File: src/rtl/usb_link_if.sv
// USB link-layer control bundle between packet engines and the link FSM.
// slave = the FSM side (consumes events, drives enables/pulses); master = the driving side.
interface usb_link_if #(
    parameter int TIMER_W = 16,
    parameter int DELAY_W = 6
);
    logic               ms;
    logic               rx_pid_en;
    logic [3:0]         rx_pid;
    logic               rx_sop_en;
    logic               rx_eop_en;
    logic               tx_pid_en;
    logic [3:0]         tx_pid;
    logic               tx_eop_en;
    logic [TIMER_W-1:0] time_threshold;
    logic [DELAY_W-1:0] delay_threshold;

    logic               rx_data_on;
    logic               rx_hs_on;
    logic               tx_data_on;
    logic               d_oe;
    logic               time_out;
    logic               retry_req;
    logic               xfer_done;
    logic               xfer_err;
    logic [2:0]         state_o;

    modport slave (
        input  ms, rx_pid_en, rx_pid, rx_sop_en, rx_eop_en,
        input  tx_pid_en, tx_pid, tx_eop_en, time_threshold, delay_threshold,
        output rx_data_on, rx_hs_on, tx_data_on, d_oe,
        output time_out, retry_req, xfer_done, xfer_err, state_o
    );

    modport master (
        output ms, rx_pid_en, rx_pid, rx_sop_en, rx_eop_en,
        output tx_pid_en, tx_pid, tx_eop_en, time_threshold, delay_threshold,
        input  rx_data_on, rx_hs_on, tx_data_on, d_oe,
        input  time_out, retry_req, xfer_done, xfer_err, state_o
    );
endinterface

File: src/rtl/usb_link_fsm.sv
// USB link transaction sequencer (master/slave) with bus turnaround, response timer and retry.
// Enables are decoded from the state register; event pulses appear one cycle after their trigger; no backpressure.
module usb_link_fsm #(
    parameter int TIMER_W   = 16,
    parameter int DELAY_W   = 6,
    parameter int MAX_RETRY = 3
) (
    input  logic      clk,
    input  logic      rst_n,
    usb_link_if.slave lnk
);
    typedef enum logic [2:0] {
        IDLE      = 3'd0,
        TX_TOKEN  = 3'd1,
        TX_DATA   = 3'd2,
        WAIT_DATA = 3'd3,
        WAIT_HS   = 3'd4,
        TX_HS     = 3'd5,
        TURN      = 3'd6
    } state_e;

    localparam logic [3:0] PID_OUT   = 4'b0001;
    localparam logic [3:0] PID_IN    = 4'b1001;
    localparam logic [3:0] PID_SETUP = 4'b1101;
    localparam logic [3:0] PID_ACK   = 4'b0010;
    localparam logic [3:0] PID_NAK   = 4'b1010;
    localparam logic [3:0] PID_STALL = 4'b1110;

    function automatic logic is_token(input logic [3:0] p);
        return (p == PID_OUT) || (p == PID_IN) || (p == PID_SETUP);
    endfunction

    state_e             state_q,     state_d;
    state_e             turn_dest_q, turn_dest_d;
    logic               mode_q,      mode_d;      // 1 = master
    logic               dir_in_q,    dir_in_d;
    logic [TIMER_W-1:0] timer_q,     timer_d;
    logic               frozen_q,    frozen_d;
    logic [DELAY_W-1:0] delay_q,     delay_d;
    logic [3:0]         retry_q,     retry_d;
    logic               time_out_q,  time_out_d;
    logic               retry_req_q, retry_req_d;
    logic               xfer_done_q, xfer_done_d;
    logic               xfer_err_q,  xfer_err_d;

    logic               timeout_hit;
    logic               do_retry;
    logic               hs_pid;
    logic [TIMER_W-1:0] timer_inc;

    assign timer_inc   = (timer_q == {TIMER_W{1'b1}}) ? timer_q : timer_q + 1'b1;
    assign timeout_hit = !frozen_q && (timer_q == lnk.time_threshold);
    // Master only reacts to real handshakes; a slave treats any PID as the end of its wait.
    assign hs_pid      = lnk.rx_pid_en &&
                         (mode_q ? ((lnk.rx_pid == PID_ACK) || (lnk.rx_pid == PID_NAK) ||
                                    (lnk.rx_pid == PID_STALL))
                                 : 1'b1);

    always_comb begin
        state_d     = state_q;
        turn_dest_d = turn_dest_q;
        mode_d      = mode_q;
        dir_in_d    = dir_in_q;
        timer_d     = timer_q;
        frozen_d    = frozen_q;
        delay_d     = delay_q;
        retry_d     = retry_q;
        time_out_d  = 1'b0;
        retry_req_d = 1'b0;
        xfer_done_d = 1'b0;
        xfer_err_d  = 1'b0;
        do_retry    = 1'b0;

        case (state_q)
            IDLE: begin
                if (lnk.ms) begin
                    if (lnk.tx_pid_en && is_token(lnk.tx_pid)) begin
                        state_d  = TX_TOKEN;
                        mode_d   = 1'b1;
                        dir_in_d = (lnk.tx_pid == PID_IN);
                    end
                end else if (lnk.rx_pid_en && is_token(lnk.rx_pid)) begin
                    mode_d   = 1'b0;
                    dir_in_d = (lnk.rx_pid == PID_IN);
                    if (lnk.rx_pid == PID_IN) begin
                        state_d     = TURN;
                        turn_dest_d = TX_DATA;
                        delay_d     = '0;
                    end else begin
                        state_d  = WAIT_DATA;
                        timer_d  = '0;
                        frozen_d = 1'b0;
                    end
                end
            end

            TX_TOKEN: begin
                if (lnk.tx_eop_en) begin
                    if (dir_in_q) begin
                        state_d     = TURN;
                        turn_dest_d = WAIT_DATA;
                        delay_d     = '0;
                    end else begin
                        state_d = TX_DATA;
                    end
                end
            end

            TX_DATA: begin
                if (lnk.tx_eop_en) begin
                    state_d     = TURN;
                    turn_dest_d = WAIT_HS;
                    delay_d     = '0;
                end
            end

            WAIT_DATA: begin
                // End of packet wins over both the freeze and the timeout.
                if (lnk.rx_eop_en) begin
                    state_d     = TURN;
                    turn_dest_d = TX_HS;
                    delay_d     = '0;
                end else if (lnk.rx_sop_en) begin
                    timer_d  = '0;
                    frozen_d = 1'b1;
                end else if (timeout_hit) begin
                    time_out_d = 1'b1;
                    if (mode_q) do_retry = 1'b1;
                    else        state_d  = IDLE;
                end else if (!frozen_q) begin
                    timer_d = timer_inc;
                end
            end

            WAIT_HS: begin
                if (hs_pid) begin
                    state_d = IDLE;
                    if (lnk.rx_pid == PID_ACK) begin
                        xfer_done_d = 1'b1;
                        if (mode_q) retry_d = '0;
                    end else if (mode_q && (lnk.rx_pid == PID_NAK)) begin
                        do_retry = 1'b1;
                    end else if (mode_q) begin
                        xfer_err_d = 1'b1;
                    end
                end else if (timeout_hit) begin
                    time_out_d = 1'b1;
                    if (mode_q) do_retry = 1'b1;
                    else        state_d  = IDLE;
                end else begin
                    timer_d = timer_inc;
                end
            end

            TX_HS: begin
                if (lnk.tx_eop_en) begin
                    state_d     = IDLE;
                    xfer_done_d = 1'b1;
                    if (mode_q) retry_d = '0;
                end
            end

            TURN: begin
                if (delay_q == lnk.delay_threshold) begin
                    state_d  = turn_dest_q;
                    timer_d  = '0;
                    frozen_d = 1'b0;
                end else begin
                    delay_d = delay_q + 1'b1;
                end
            end

            default: state_d = IDLE;
        endcase

        if (do_retry) begin
            state_d = IDLE;
            if (retry_q < 4'(MAX_RETRY)) begin
                retry_d     = retry_q + 4'd1;
                retry_req_d = 1'b1;
            end else begin
                retry_d    = '0;
                xfer_err_d = 1'b1;
            end
        end
    end

    always_ff @(posedge clk or negedge rst_n) begin
        if (!rst_n) begin
            state_q     <= IDLE;
            turn_dest_q <= IDLE;
            mode_q      <= 1'b0;
            dir_in_q    <= 1'b0;
            timer_q     <= '0;
            frozen_q    <= 1'b0;
            delay_q     <= '0;
            retry_q     <= '0;
            time_out_q  <= 1'b0;
            retry_req_q <= 1'b0;
            xfer_done_q <= 1'b0;
            xfer_err_q  <= 1'b0;
        end else begin
            state_q     <= state_d;
            turn_dest_q <= turn_dest_d;
            mode_q      <= mode_d;
            dir_in_q    <= dir_in_d;
            timer_q     <= timer_d;
            frozen_q    <= frozen_d;
            delay_q     <= delay_d;
            retry_q     <= retry_d;
            time_out_q  <= time_out_d;
            retry_req_q <= retry_req_d;
            xfer_done_q <= xfer_done_d;
            xfer_err_q  <= xfer_err_d;
        end
    end

    // In IDLE the drive enable follows live ms so the bus is owned as soon as a master is selected.
    always_comb begin
        case (state_q)
            IDLE:                     lnk.d_oe = lnk.ms;
            TX_TOKEN, TX_DATA, TX_HS: lnk.d_oe = 1'b1;
            default:                  lnk.d_oe = 1'b0;
        endcase
    end

    assign lnk.state_o    = state_q;
    assign lnk.tx_data_on = (state_q == TX_DATA);
    assign lnk.rx_data_on = (state_q == WAIT_DATA);
    assign lnk.rx_hs_on   = (state_q == WAIT_HS);
    assign lnk.time_out   = time_out_q;
    assign lnk.retry_req  = retry_req_q;
    assign lnk.xfer_done  = xfer_done_q;
    assign lnk.xfer_err   = xfer_err_q;
endmodule

File: src/flat_wrapper.sv
// flat-port wrapper written by rule: the top's interface ports become plain ports
module usb_link_fsm_flat 
#(
    parameter int TIMER_W   = 16,
    parameter int DELAY_W   = 6,
    parameter int MAX_RETRY = 3
)
  (clk, rst_n, lnk_ms, lnk_rx_pid_en, lnk_rx_pid, lnk_rx_sop_en, lnk_rx_eop_en, lnk_tx_pid_en, lnk_tx_pid, lnk_tx_eop_en, lnk_time_threshold, lnk_delay_threshold, lnk_rx_data_on, lnk_rx_hs_on, lnk_tx_data_on, lnk_d_oe, lnk_time_out, lnk_retry_req, lnk_xfer_done, lnk_xfer_err, lnk_state_o);
  usb_link_if #(.TIMER_W(TIMER_W), .DELAY_W(DELAY_W)) lnk_i ();
  input  logic clk;
  input  logic rst_n;
  input wire logic [$bits(lnk_i.ms)-1:0] lnk_ms;
  input wire logic [$bits(lnk_i.rx_pid_en)-1:0] lnk_rx_pid_en;
  input wire logic [$bits(lnk_i.rx_pid)-1:0] lnk_rx_pid;
  input wire logic [$bits(lnk_i.rx_sop_en)-1:0] lnk_rx_sop_en;
  input wire logic [$bits(lnk_i.rx_eop_en)-1:0] lnk_rx_eop_en;
  input wire logic [$bits(lnk_i.tx_pid_en)-1:0] lnk_tx_pid_en;
  input wire logic [$bits(lnk_i.tx_pid)-1:0] lnk_tx_pid;
  input wire logic [$bits(lnk_i.tx_eop_en)-1:0] lnk_tx_eop_en;
  input wire logic [$bits(lnk_i.time_threshold)-1:0] lnk_time_threshold;
  input wire logic [$bits(lnk_i.delay_threshold)-1:0] lnk_delay_threshold;
  output wire logic [$bits(lnk_i.rx_data_on)-1:0] lnk_rx_data_on;
  output wire logic [$bits(lnk_i.rx_hs_on)-1:0] lnk_rx_hs_on;
  output wire logic [$bits(lnk_i.tx_data_on)-1:0] lnk_tx_data_on;
  output wire logic [$bits(lnk_i.d_oe)-1:0] lnk_d_oe;
  output wire logic [$bits(lnk_i.time_out)-1:0] lnk_time_out;
  output wire logic [$bits(lnk_i.retry_req)-1:0] lnk_retry_req;
  output wire logic [$bits(lnk_i.xfer_done)-1:0] lnk_xfer_done;
  output wire logic [$bits(lnk_i.xfer_err)-1:0] lnk_xfer_err;
  output wire logic [$bits(lnk_i.state_o)-1:0] lnk_state_o;
  assign lnk_i.ms = lnk_ms;
  assign lnk_i.rx_pid_en = lnk_rx_pid_en;
  assign lnk_i.rx_pid = lnk_rx_pid;
  assign lnk_i.rx_sop_en = lnk_rx_sop_en;
  assign lnk_i.rx_eop_en = lnk_rx_eop_en;
  assign lnk_i.tx_pid_en = lnk_tx_pid_en;
  assign lnk_i.tx_pid = lnk_tx_pid;
  assign lnk_i.tx_eop_en = lnk_tx_eop_en;
  assign lnk_i.time_threshold = lnk_time_threshold;
  assign lnk_i.delay_threshold = lnk_delay_threshold;
  assign lnk_rx_data_on = lnk_i.rx_data_on;
  assign lnk_rx_hs_on = lnk_i.rx_hs_on;
  assign lnk_tx_data_on = lnk_i.tx_data_on;
  assign lnk_d_oe = lnk_i.d_oe;
  assign lnk_time_out = lnk_i.time_out;
  assign lnk_retry_req = lnk_i.retry_req;
  assign lnk_xfer_done = lnk_i.xfer_done;
  assign lnk_xfer_err = lnk_i.xfer_err;
  assign lnk_state_o = lnk_i.state_o;
  usb_link_fsm #(.TIMER_W(TIMER_W), .DELAY_W(DELAY_W), .MAX_RETRY(MAX_RETRY)) u_core (.clk(clk), .rst_n(rst_n), .lnk(lnk_i));
endmodule
File: config.mk
export PLATFORM = sky130hd
export DESIGN_NAME = usb_link_fsm_flat
export DESIGN_NICKNAME = d
export VERILOG_FILES = /design/src/rtl/usb_link_if.sv /design/src/rtl/usb_link_fsm.sv /design/src/flat_wrapper.sv
export SDC_FILE = /design/constraint.sdc
export NUM_CORES = 1
export LEC_CHECK = 0
export CORE_UTILIZATION = 40
export DETAILED_ROUTE_END_ITERATION = 12
export PLACE_DENSITY = 0.66
export SLEW_MARGIN = 20
export SYNTH_ARGS = -nofsm -noshare
export SYNTH_HDL_FRONTEND = slang
export SYNTH_SLANG_ARGS = --single-unit
File: constraint.sdc
create_clock -name clk -period 1.97 [get_ports clk]
set_clock_uncertainty 0.15 [all_clocks]
set_input_delay 0.394 -clock clk [delete_from_list [all_inputs] [get_ports clk]]
set_output_delay 0.394 -clock clk [all_outputs]
set_load 0.005 [all_outputs]
==> results.txt <==
----------------------------------------------------
[Outcome]
  Run status ... complete, but fails checks
  Violations in the final reports ... negative setup slack

[Clock tree]
  Clock transition at the registers of the reported paths ... about 80 ps
  Clock Latency Late Sink ... roughly 300 ps
  Inserted Clock Buffers ... 5
  Sinks on Clock Net ... 39
  Maximum number of buffers from clock root to sink ... 2
  Number of levels the H-tree was split into ... 2
  Clock tree from TritonCTS ... built
  CTS Root Buffer Type ... clkbuf_8

[Synth]
  Syn nets ... 360
  Most frequently used flop master after synthesis ... dfrtp_1
  Netlist area before placement ... approximately 2800 sq um
  Number of standard cells after synthesis ... 319
  Number of library cell types mapped by synthesis ... 61
  Flops & latches, synth ... 39
  Number of enable-type register cells in the synthesized netlist ... 0
  Total number of yosys warnings ... 0
  Sequential cell area fraction in the yosys report ... roughly a third
  Synthesized area per cell ... roughly 8.8 sq um
  Ys async rst share ... 100%

[STA]
  Final worst path period share ... 116%
  Max_slew headroom ... between 60 and 70%
  Least-Margin Pin Slew ... approximately 460 ps
  Fmax ... roughly 440 MHz
  Post-layout minimum cycle time ... approximately 2300 ps
  Final setup fails ... 26
  Total count of hold-check failures in the final report ... 0
  Hold_ws ... about 360 ps
  Setup repair after global routing missed its margin ... true
  Slew Limit Fails ... 0
  Final worst setup slack ... -324 ps

[Route]
  Count of nets left with antenna violations after detail routing ... 0
  Via-to-Cell Ratio ... between 5 and 6
  Initial drt markers ... 330
  Overall routed net length ... about 10000 um
  Detailed-route DRC error count ... 0
  Detailed-route wire length per cell ... 17.8 um
  Number of iterations in the first detailed-routing pass ... 5
  Routed vias ... ~3300

[Critical path]
  Largest driver fanout on the critical path ... 3
  Element type at the critical path start ... flop
  Worst Path Buf+Inv ... 1
  CP delay by family, top ... simple AND/OR/NAND/NOR gates
  Endpoint of the most critical register-to-register path ... u_core.lnk.state_o[0]
  CP Data Required Time ... 1990 ps
  Critical path endpoint category ... flop
  Cells along the critical path ... xor2_1 -> nor4_2 -> nand3_1 -> buf_4 -> or3_4 -> o221ai_2 -> a211oi_1
  WS Path Type ... reg -> reg
  Reg2reg path depth ... 7
  Slowest Stage Delay on Critical Path ... about 420 ps
  Cell with the largest stage delay on the worst path ... or3_4
  Worst reg2reg path startpoint ... u_core.timer_q[15]
  Worst reg2reg setup slack ... -320 ps
  Arr. time, crit path ... 2320 ps

[Final layout]
  Layout cells sized above 1 ... between 40% and 50%
  Area of the multi-input gates ... ~2100 sq um
  Final core utilization ... about 70%
  Fillcell total ... about 480
  Final nets ... 535
  Filler-free cell count of the finished design ... 575
  Area Overhead vs Synth ... 72.9%
  Ant diodes ... 0
  Sequential standard cell area ... 978 sq um

[GRT]
  All-layer global routing usage ... 24.0%
  Initial antenna violation count ... 0
  Largest net degree at the start of global routing ... 20
  Overall overflow remaining after global route ... 0
  Via count of the first global-routing pass ... between 3000 and 4000
  First-pass GRT wire length ... 13900 um

[Floorplanning]
  Placement row count ... 30
  Die X ... 85.6 um
  Starting density of the core ... between 40% and 50%
  Die Y ... 85.6 um
  Std-Cell Core Area ... roughly 6800 sq um
  Boundary Pins ... 49
  Die footprint ... 7330 sq um

[Power]
  Static power due to leakage ... approximately 2.2 nW
  Relative contribution of combinational cells to total power ... 67.2%
  Net switching power ... approximately 2.1 mW
  Internal power consumption ... ~3.1 mW
  Cell area power density ... around 1100 nW/um^2
  Part of the power in registers ... 21.0%
  Switching share of power ... 41.0%
  Power share of the clock group ... a little under an eighth
  Total power ... 5.21 mW
  Max rail drop VDD ... ~0.64 mV

[Worst hold path]
  Class of the tightest hold or removal check ... reg -> reg
  Depth of the worst hold-timing path ... 1
  Hold path start ... u_core.turn_dest_q[2]
  End point of the worst hold path ... u_core.turn_dest_q[2]

[Place]
  Routability congestion estimate ... 0.837
  Post-DP HPWL ... between 5000 and 6000 um
  DP Cell Count ... 520
  Worst setup slack before clock tree synthesis ... -711 ps
  I/O Buffers ... 48

[Job]
  Number of max-cap violations ... 0

----------------------------------------------------
metal layers:
layer / part of all wire (%) / up-vias / global-route usage, %
met4: 2.8 / 0 / 7.42
met1: 42 / 1622 / 30.8
met5: 0 / - / 0
li1: - / 1518 / -
met2: 51 / 131 / 40.5
met3: 4.8 / 31 / 5.29
flip-flops by register name, indices dropped and copies added (netlist names), 3 cells and up:
signal,count
u_core.turn_dest_q,3
u_core.retry_q,4
u_core.delay_q,6
u_core.timer_q,16
u_core.lnk.state_o,3
cell families after synthesis:
family	after synthesis	synth area share [%]
DFF	39	34.9
muxes	13	4.79
and+or+nand+nor	151	29.7
adders and majority gates	3	1.34
xor gates and xnor gates	25	7.83
AOI/OAI and AO/OA	66	17.8
buffers and inverters	22	3.76
layout make-up:
cell class,count,share of cell area (%)
clock buffers,8,2.07
well taps,80,2.07
multi-input cells,259,43.2
repair buffers,180,31.6
flip-flops and latches,39,20.2
inverters,9,0.802
per-stage QoR:
stage / TNS (ps) / cell area [sq um]
6_report: -4590 / 4840
2_1_floorplan: -789 / 2860
3_3_place_gp: -22340 / 4010
4_1_cts: -4840 / 4500
5_1_grt: -7050 / 4840
3_5_place_dp: -23180 / 4010
worst max path at each step:
stage	start	end	depth (start not counted)
4_1_cts	u_core.timer_q[1]	u_core.timer_q[3]	9
3_3_place_gp	lnk_time_threshold[15]	u_core.lnk.state_o[0]	8
5_1_grt	u_core.timer_q[4]	u_core.timer_q[7]	9
6_report	u_core.timer_q[15]	u_core.lnk.state_o[0]	7
3_5_place_dp	lnk_rx_pid[1]	u_core.timer_q[14]	8
2_1_floorplan	u_core.delay_q[2]	u_core.timer_q[3]	7
layout by cell type (no fill, tap or decap), drive strengths merged, types with 4 or more instances in the layout:
cell / count
a211oi: 4
a21oi: 10
a2bb2oi: 4
and3: 7
buf: 135
clkbuf: 13
clkdlybuf4s50: 11
dfrtp: 39
dlygate4sd2: 20
dlymetal6s2s: 7
inv: 9
mux2i: 10
nand2: 33
nand2b: 13
nand3: 15
nand3b: 5
nand4: 7
nor2: 25
nor2b: 5
nor3: 12
nor4: 7
o21ai: 11
o31ai: 8
o41ai: 4
or2: 4
or3: 4
xnor2: 13
xor2: 12
power groups by stage:
stage | combinational [mW] | sequential (mW) | clock (mW)
4_1_cts | 2.79 | 1.09 | 0.628
6_report | 3.50 | 1.09 | 0.617
5_1_grt | 3.70 | 1.10 | 0.657
3_3_place_gp | 2.23 | 1.12 | 0
3_5_place_dp | 2.27 | 1.12 | 0
2_1_floorplan | 1.29 | 1.09 | 0
cells in the mapped netlist, types with 3 or more instances:
cell type  count  share of area, %
a2bb2oi_1      4               1.3
o21ai_0       10               1.8
a21oi_1        9               1.6
inv_1          9               1.2
xnor2_1       13               4.1
o22ai_1        3              0.67
nand2_1       33               4.4
o31ai_1        7               1.9
nand2b_1      13               2.9
or2_2          4              0.89
nand3_1       13               2.3
or3_1          3              0.67
mux2_2         3               1.2
and3_1         6               1.3
nor4_1         7               1.6
nor2_1        25               3.4
nor3_1        12               2.1
a211oi_1       4               1.1
o41ai_1        4               1.3
dfrtp_1       39                35
nand4_1        7               1.6
mux2i_1       10               3.6
nor2b_1        5               1.1
nand3b_1       5               1.3
buf_2          3              0.54
clkbuf_1       6              0.80
ha_1           3               1.3
xor2_1        12               3.8
a31oi_1        3              0.67
repair_timing:
item / CTS / global route
cloned: 1 / 0
buffers inserted: 28 / 24
setup endpoints to repair: 42 / 43
pin swaps: 43 / 43
hold endpoints to repair: 17 / 0
hold buffers: 1 / 0
resized for setup: 85 / 69
(Power assumes the default switching activity.)
